==> config.mk <==
export PLATFORM = sky130hd
export DESIGN_NAME = lap_store_flat
export DESIGN_NICKNAME = d
export VERILOG_FILES = /design/src/rtl/lap_store_if.sv /design/src/rtl/lap_store.sv /design/src/flat_wrapper.sv
export SDC_FILE = /design/constraint.sdc
export NUM_CORES = 1
export LEC_CHECK = 0
export ABC_AREA = 1
export BUFFER_PORTS_ARGS = -buffer_cell sky130_fd_sc_hd__buf_2
export CAP_MARGIN = 5
export CORE_MARGIN = 3
export CORE_UTILIZATION = 55
export CTS_CLUSTER_SIZE = 10
export DETAILED_ROUTE_END_ITERATION = 10
export GPL_TIMING_DRIVEN = 0
export PLACE_DENSITY = 0.74
export SETUP_SLACK_MARGIN = 0.3
export SKIP_LAST_GASP = 1
export SYNTH_ARGS = -nofsm -noshare
export SYNTH_HDL_FRONTEND = slang
export SYNTH_SLANG_ARGS = --single-unit
==> constraint.sdc <==
create_clock -name clock -period 9.1 [get_ports clock]
set_clock_uncertainty 0.05 [all_clocks]
set_input_delay 0.91 -clock clock [delete_from_list [all_inputs] [get_ports clock]]
set_output_delay 0.91 -clock clock [all_outputs]
set_load 0.03 [all_outputs]
==> src/rtl/lap_store_if.sv <==
// Display-side bus of the lap-time buffer: live digits and controls in, display digits and status out.
interface lap_store_if #(
   parameter int IDXW = 3
);
   logic            lap_n;
   logic            clear;
   logic            recall;
   logic [IDXW-1:0] sel;
   logic [3:0]      du;
   logic [3:0]      dd;
   logic [3:0]      su;
   logic [3:0]      sd;
   logic [3:0]      out_du;
   logic [3:0]      out_dd;
   logic [3:0]      out_su;
   logic [3:0]      out_sd;
   logic [IDXW:0]   count;
   logic            full;
   logic            ovf;

   // Driver side: the counter, key and switches.
   modport master (
      output lap_n, clear, recall, sel, du, dd, su, sd,
      input  out_du, out_dd, out_su, out_sd, count, full, ovf
   );

   // Buffer side.
   modport slave (
      input  lap_n, clear, recall, sel, du, dd, su, sd,
      output out_du, out_dd, out_su, out_sd, count, full, ovf
   );
endinterface

==> src/rtl/lap_store.sv <==
// Lap-time buffer: debounces the lap key, captures the running time into a
// DEPTH-entry buffer and shows either the live time or a recalled lap.
module lap_store #(
   parameter int DEPTH     = 8,
   parameter int IDXW      = 3,
   parameter int DEB_TICKS = 2
) (
   input logic        clock,
   input logic        reset,
   lap_store_if.slave bus
);

   localparam logic [IDXW:0] DEPTH_C   = (IDXW + 1)'(DEPTH);
   localparam logic [3:0]    DEB_LAST  = 4'(DEB_TICKS - 1);
   localparam logic [15:0]   BLANK     = 16'hFFFF;

   logic             sync1;
   logic             sync2;
   logic             deb_pressed;
   logic [3:0]       deb_cnt;
   logic             lap_evt;
   logic [IDXW:0]    count_q;
   logic             ovf_q;
   logic             full_w;
   logic             do_write;
   logic [15:0]      live_word;
   logic [15:0]      rec_q;
   logic [15:0]      out_word;
   logic [15:0]      mem [DEPTH];

   assign full_w    = (count_q == DEPTH_C);
   assign live_word = {bus.sd, bus.su, bus.dd, bus.du};
   // The write pointer always equals the number of stored laps, so count
   // doubles as the pointer; it cannot wrap because writes stop at full.
   assign do_write  = lap_evt && !bus.recall && !bus.clear && !full_w;

   // Two-flop synchronizer for the asynchronous key; idles at released (1).
   always_ff @(posedge clock) begin
      // NOTE: sequential state uses non-blocking assignments so every flop samples pre-edge values.
      if (!reset) begin
         sync1 <= 1'b1;
         sync2 <= 1'b1;
      end else begin
         sync1 <= bus.lap_n;
         sync2 <= sync1;
      end
   end

   // Debouncer: accept a new key level after DEB_TICKS consecutive differing
   // samples; pulse lap_evt only when the accepted level becomes pressed.
   always_ff @(posedge clock) begin
      if (!reset) begin
         deb_pressed <= 1'b0;
         deb_cnt     <= '0;
         lap_evt     <= 1'b0;
      end else begin
         lap_evt <= 1'b0;
         if (!sync2 == deb_pressed) begin
            deb_cnt <= '0;
         end else if (deb_cnt == DEB_LAST) begin
            deb_pressed <= !sync2;
            deb_cnt     <= '0;
            lap_evt     <= !sync2;
         end else begin
            deb_cnt <= deb_cnt + 4'd1;
         end
      end
   end

   // Lap count and sticky overflow; clear takes priority over a press.
   always_ff @(posedge clock) begin
      if (!reset) begin
         count_q <= '0;
         ovf_q   <= 1'b0;
      end else if (bus.clear) begin
         count_q <= '0;
         ovf_q   <= 1'b0;
      end else if (lap_evt && !bus.recall) begin
         if (full_w) begin
            ovf_q <= 1'b1;
         end else begin
            count_q <= count_q + 1'b1;
         end
      end
   end

   // Lap storage, written at the slot given by the current count.
   always_ff @(posedge clock) begin
      // NOTE: the lap memory has no reset; stale entries are hidden because only indices below count are shown.
      if (do_write) begin
         mem[count_q[IDXW-1:0]] <= live_word;
      end
   end

   // Recall register: selected lap if it exists, otherwise blank digits.
   always_ff @(posedge clock) begin
      if (!reset) begin
         rec_q <= BLANK;
      end else if ({1'b0, bus.sel} < count_q) begin
         rec_q <= mem[bus.sel];
      end else begin
         rec_q <= BLANK;
      end
   end

   // Display mux: live digits pass straight through, recall uses the register.
   always_comb begin
      // NOTE: combinational outputs get a default first so no path can infer a latch.
      out_word = live_word;
      if (bus.recall) begin
         out_word = rec_q;
      end
   end

   assign {bus.out_sd, bus.out_su, bus.out_dd, bus.out_du} = out_word;
   assign bus.count = count_q;
   assign bus.full  = full_w;
   assign bus.ovf   = ovf_q;

endmodule

==> src/flat_wrapper.sv <==
// flat-port wrapper written by rule: the top's interface ports become plain ports
module lap_store_flat 
#(
   parameter int DEPTH     = 8,
   parameter int IDXW      = 3,
   parameter int DEB_TICKS = 2
)
  (clock, reset, bus_lap_n, bus_clear, bus_recall, bus_sel, bus_du, bus_dd, bus_su, bus_sd, bus_out_du, bus_out_dd, bus_out_su, bus_out_sd, bus_count, bus_full, bus_ovf);
  lap_store_if #(.IDXW(IDXW)) bus_i ();
  input logic clock;
  input logic reset;
  input wire logic [$bits(bus_i.lap_n)-1:0] bus_lap_n;
  input wire logic [$bits(bus_i.clear)-1:0] bus_clear;
  input wire logic [$bits(bus_i.recall)-1:0] bus_recall;
  input wire logic [$bits(bus_i.sel)-1:0] bus_sel;
  input wire logic [$bits(bus_i.du)-1:0] bus_du;
  input wire logic [$bits(bus_i.dd)-1:0] bus_dd;
  input wire logic [$bits(bus_i.su)-1:0] bus_su;
  input wire logic [$bits(bus_i.sd)-1:0] bus_sd;
  output wire logic [$bits(bus_i.out_du)-1:0] bus_out_du;
  output wire logic [$bits(bus_i.out_dd)-1:0] bus_out_dd;
  output wire logic [$bits(bus_i.out_su)-1:0] bus_out_su;
  output wire logic [$bits(bus_i.out_sd)-1:0] bus_out_sd;
  output wire logic [$bits(bus_i.count)-1:0] bus_count;
  output wire logic [$bits(bus_i.full)-1:0] bus_full;
  output wire logic [$bits(bus_i.ovf)-1:0] bus_ovf;
  assign bus_i.lap_n = bus_lap_n;
  assign bus_i.clear = bus_clear;
  assign bus_i.recall = bus_recall;
  assign bus_i.sel = bus_sel;
  assign bus_i.du = bus_du;
  assign bus_i.dd = bus_dd;
  assign bus_i.su = bus_su;
  assign bus_i.sd = bus_sd;
  assign bus_out_du = bus_i.out_du;
  assign bus_out_dd = bus_i.out_dd;
  assign bus_out_su = bus_i.out_su;
  assign bus_out_sd = bus_i.out_sd;
  assign bus_count = bus_i.count;
  assign bus_full = bus_i.full;
  assign bus_ovf = bus_i.ovf;
  lap_store #(.DEPTH(DEPTH), .IDXW(IDXW), .DEB_TICKS(DEB_TICKS)) u_core (.clock(clock), .reset(reset), .bus(bus_i));
endmodule
==> flow_metrics.py <==
metrics = {
    "worst_setup_path": {
        "path_max_fanout": 10,
        "criticalPathCategory": "primary input to output pin",
        "cp-start-kind": "primary input",
        "cp-end-kind": "output pin",
        "cp.required_ns": 8.14,
        "timing.rr.end": "u_core.mem[1][8]$_DFFE_PP_",
        "critical_path_arrival_ns": 2.09,
        "r2r_cells": 8,
        "r2r_setup_slack_ns": 6.51,
        "r2r-start": "u_core.bus.count[0]$_SDFFE_PP0P_",
    },
    "clocking": {
        "cts.sinks": 157,
        "cts_root_buf": "clkbuf_16",
        "cts_setup_buffers": 0,
        "h-tree-depth": 4,
        "cts_made_buffers": 17,
        "cts_tree": "done",
        "clockBufferDepth": 2,
        "clk_latency_ns": 0.42,
        "cts_hold_buffers": 0,
        "cts.reportedPaths.clkPinSlew_ns": 0.06,
        "post_cts_resized": 0,
    },
    "min_path": {
        "hold_depth": 1,
        "worstHoldEndpoint": "u_core.sync2$_SDFF_PN1_",
        "hp-start": "u_core.sync1$_SDFF_PN1_",
        "hold_path_class": "register to register",
    },
    "synth": {
        "yosys_warnings": 0,
        "ys_types": 23,
        "yosysSeqAreaShare_pct": 70.40,
        "postSynthAreaPerCell_sq_um": 11.05,
        "synth_area_sq_um": 6285,
        "ys_ff_latch": 157,
        "syn_nets": 599,
        "netlist_instances": 569,
    },
    "flow_run": {
        "maxCapViolCount": 0,
    },
    "drt": {
        "wl_per_cell_um": 18.40,
        "final_antenna_net_count": 0,
        "vias": 4526,
        "drtPass1Iterations": 5,
        "routed_wl_mm": 14.59,
        "drt_iter0_drc": 383,
        "drc": 0,
        "avgViaCountPerCell": 5.707,
    },
    "final_layout": {
        "diodes": 0,
        "fin_cells": 793,
        "nNetsFinal": 670,
        "final_util_pct": 67.19,
        "drive_gt1_share_pct": 18.99,
        "area_growth_syn_to_layout_pct": 17.42,
        "n_fill_cell": 796,
    },
    "global_route": {
        "grt_pass1_vias": 4538,
        "grt_overflow_total": 0,
        "grtUsageTotal_pct": 24.26,
        "antenna_found_initial": 0,
        "grt_pass1_wl_mm": 23.23,
        "grt_max_degree": 17,
    },
    "place": {
        "dp_cells": 761,
        "portBuffers": 43,
        "gp_congestion": 0.8038,
        "place_hpwl_mm": 9.266,
    },
    "status": {
        "status": "complete, no violations",
    },
    "pwr": {
        "seq_power_share_pct": 49.4,
        "intPower_mw": 1.242,
        "ir_drop_mv": 0.1156,
        "powerDensity_nw_per_um2": 214.2,
        "power.total_mw": 1.581,
        "comb_power_share_pct": 6.0,
        "p_clk_share_pct": 44.6,
        "swShare_pct": 21.40,
        "p_leak_nw": 2.881,
        "switchingPower_mw": 0.3383,
    },
    "sta": {
        "rsz0062_at_grt": "no",
        "max_slew_margin_pct": 32.02,
        "min_period_ns": 3.050,
        "worst_pin_slew_ns": 1.019,
        "fmax_ghz": 0.3279,
        "setup_viol": 0,
        "timing.hold.ws_ns": 0.3655,
        "final-max-slew-violation-count": 0,
        "fin_crit_sh_pct": 33.52,
        "setup_tns_ns": 0,
        "finalHoldViolations": 0,
    },
    "floorplanning": {
        "die_h_um": 112.9,
        "fp-row-count": 38,
        "dieArea_sq_um": 12750,
        "core_sq_um": 10980,
        "die_w_um": 112.9,
        "initial_core_util_pct": 57.22,
        "top_level_ports": 46,
    },
}
-- layout by cell type (no fill, tap or decap), types with 2 or more instances in the layout --
master      count
clkbuf_16      17
clkinv_2        3
xor2_1          2
buf_4          10
clkbuf_1        6
o21ai_0         2
bufinv_16       3
nand2_1       197
nor2_1         16
inv_1          22
edfxtp_1      128
nor2_2          4
dfxtp_1        29
nor4_2          4
a21oi_1         2
buf_2          67
or2_2           3
ha_1            6
nand3_1       114
xnor2_1         2
nand2_2         2
clkinvlp_4      4
-- Yosys cell counts --
master	instances	area share, %
nand4_1	1	0.10
buf_2	24	1.9
xor2_1	2	0.28
ha_1	6	1.2
nor2_4	1	0.18
nand2_2	2	0.20
nor3_1	1	0.080
inv_1	22	1.3
buf_6	1	0.18
inv_2	1	0.060
nand3_1	114	9.1
a21oi_1	2	0.16
clkbuf_1	3	0.18
or2_2	3	0.30
nor2_1	20	1.2
nor4_1	5	0.50
dfxtp_1	29	9.2
nand2_1	197	12
edfxtp_1	128	61
buf_4	2	0.24
o21ai_0	2	0.16
a21oi_4	1	0.26
xnor2_1	2	0.28
-- power groups by stage --
stage,Sequential (mW),Combinational (mW),Clock [mW]
floorplan,0.795,0.0568,0
global placement,0.795,0.0908,0
detailed placement,0.795,0.0935,0
CTS,0.780,0.0948,0.710
global route,0.780,0.105,0.744
finish,0.780,0.0953,0.705
-- per-layer routing --
| metal | vias up | GRT usage (%) | wire, um |
|---|---|---|---|
| met5 | - | 0 | 0 |
| met4 | 0 | 12.50 | 429 |
| met3 | 43 | 5.455 | 1149 |
| met2 | 233 | 39.65 | 7280 |
| met1 | 2167 | 30.49 | 5730 |
| li1 | 2083 | - | - |
-- flip-flops by register name, indices dropped and copies added, names as in the netlist --
| signal | cells |
|---|---|
| u_core.mem | 128 |
| u_core.rec_q | 16 |
| u_core.bus.count | 4 |
| u_core.deb_cnt | 4 |
| u_core.bus.ovf | 1 |
| u_core.deb_pressed | 1 |
| u_core.lap_evt | 1 |
| u_core.sync1 | 1 |
| u_core.sync2 | 1 |
-- worst max path at each step --
stage                     from                          to  slack [ns]
detailed placement  bus_recall               bus_out_du[3]        6.06
global placement    bus_recall  u_core.mem[6][4]$_DFFE_PP_        4.35
CTS                 bus_recall               bus_out_du[3]        6.05
global route        bus_recall               bus_out_du[3]        6.01
floorplan           bus_recall  u_core.mem[0][0]$_DFFE_PP_        5.70
finish              bus_recall               bus_out_du[3]        6.05
-- cell families after synthesis --
family	synth area share [%]
buf+inv	3.882
xor+xnor	0.5575
compound gates	0.5774
flops	70.40
simple gates	23.39
fa+ha+maj	1.194
-- area by class of cell --
cell class / count / area [sq um] / share of cell area (%)
flip-flops and latches: 157 / 4424 / 59.95
multi-input cells: 359 / 1652 / 22.38
clock buffers: 21 / 450.4 / 6.104
repair buffers: 52 / 290.3 / 3.934
well taps: 140 / 175.2 / 2.374
plain buffers: 30 / 157.7 / 2.136
clock inverters: 11 / 143.9 / 1.950
inverters: 23 / 86.33 / 1.170
-- stage by stage --
step           setup slack [ns]  area (sq um)
2_1_floorplan             5.704          6285
3_3_place_gp              4.353          6675
3_5_place_dp              6.059          6785
4_1_cts                   6.054          7380
5_1_grt                   6.008          7380
6_report                  6.050          7380
-- worst max-delay path, stage by stage --
cell and delay, ns:
buf_2 0.21, inv_1 0.28, buf_2 0.32, nand2_1 0.08, nand2_1 0.08, buf_2 0.20
Note: power is estimated with default switching activity, not from simulation.
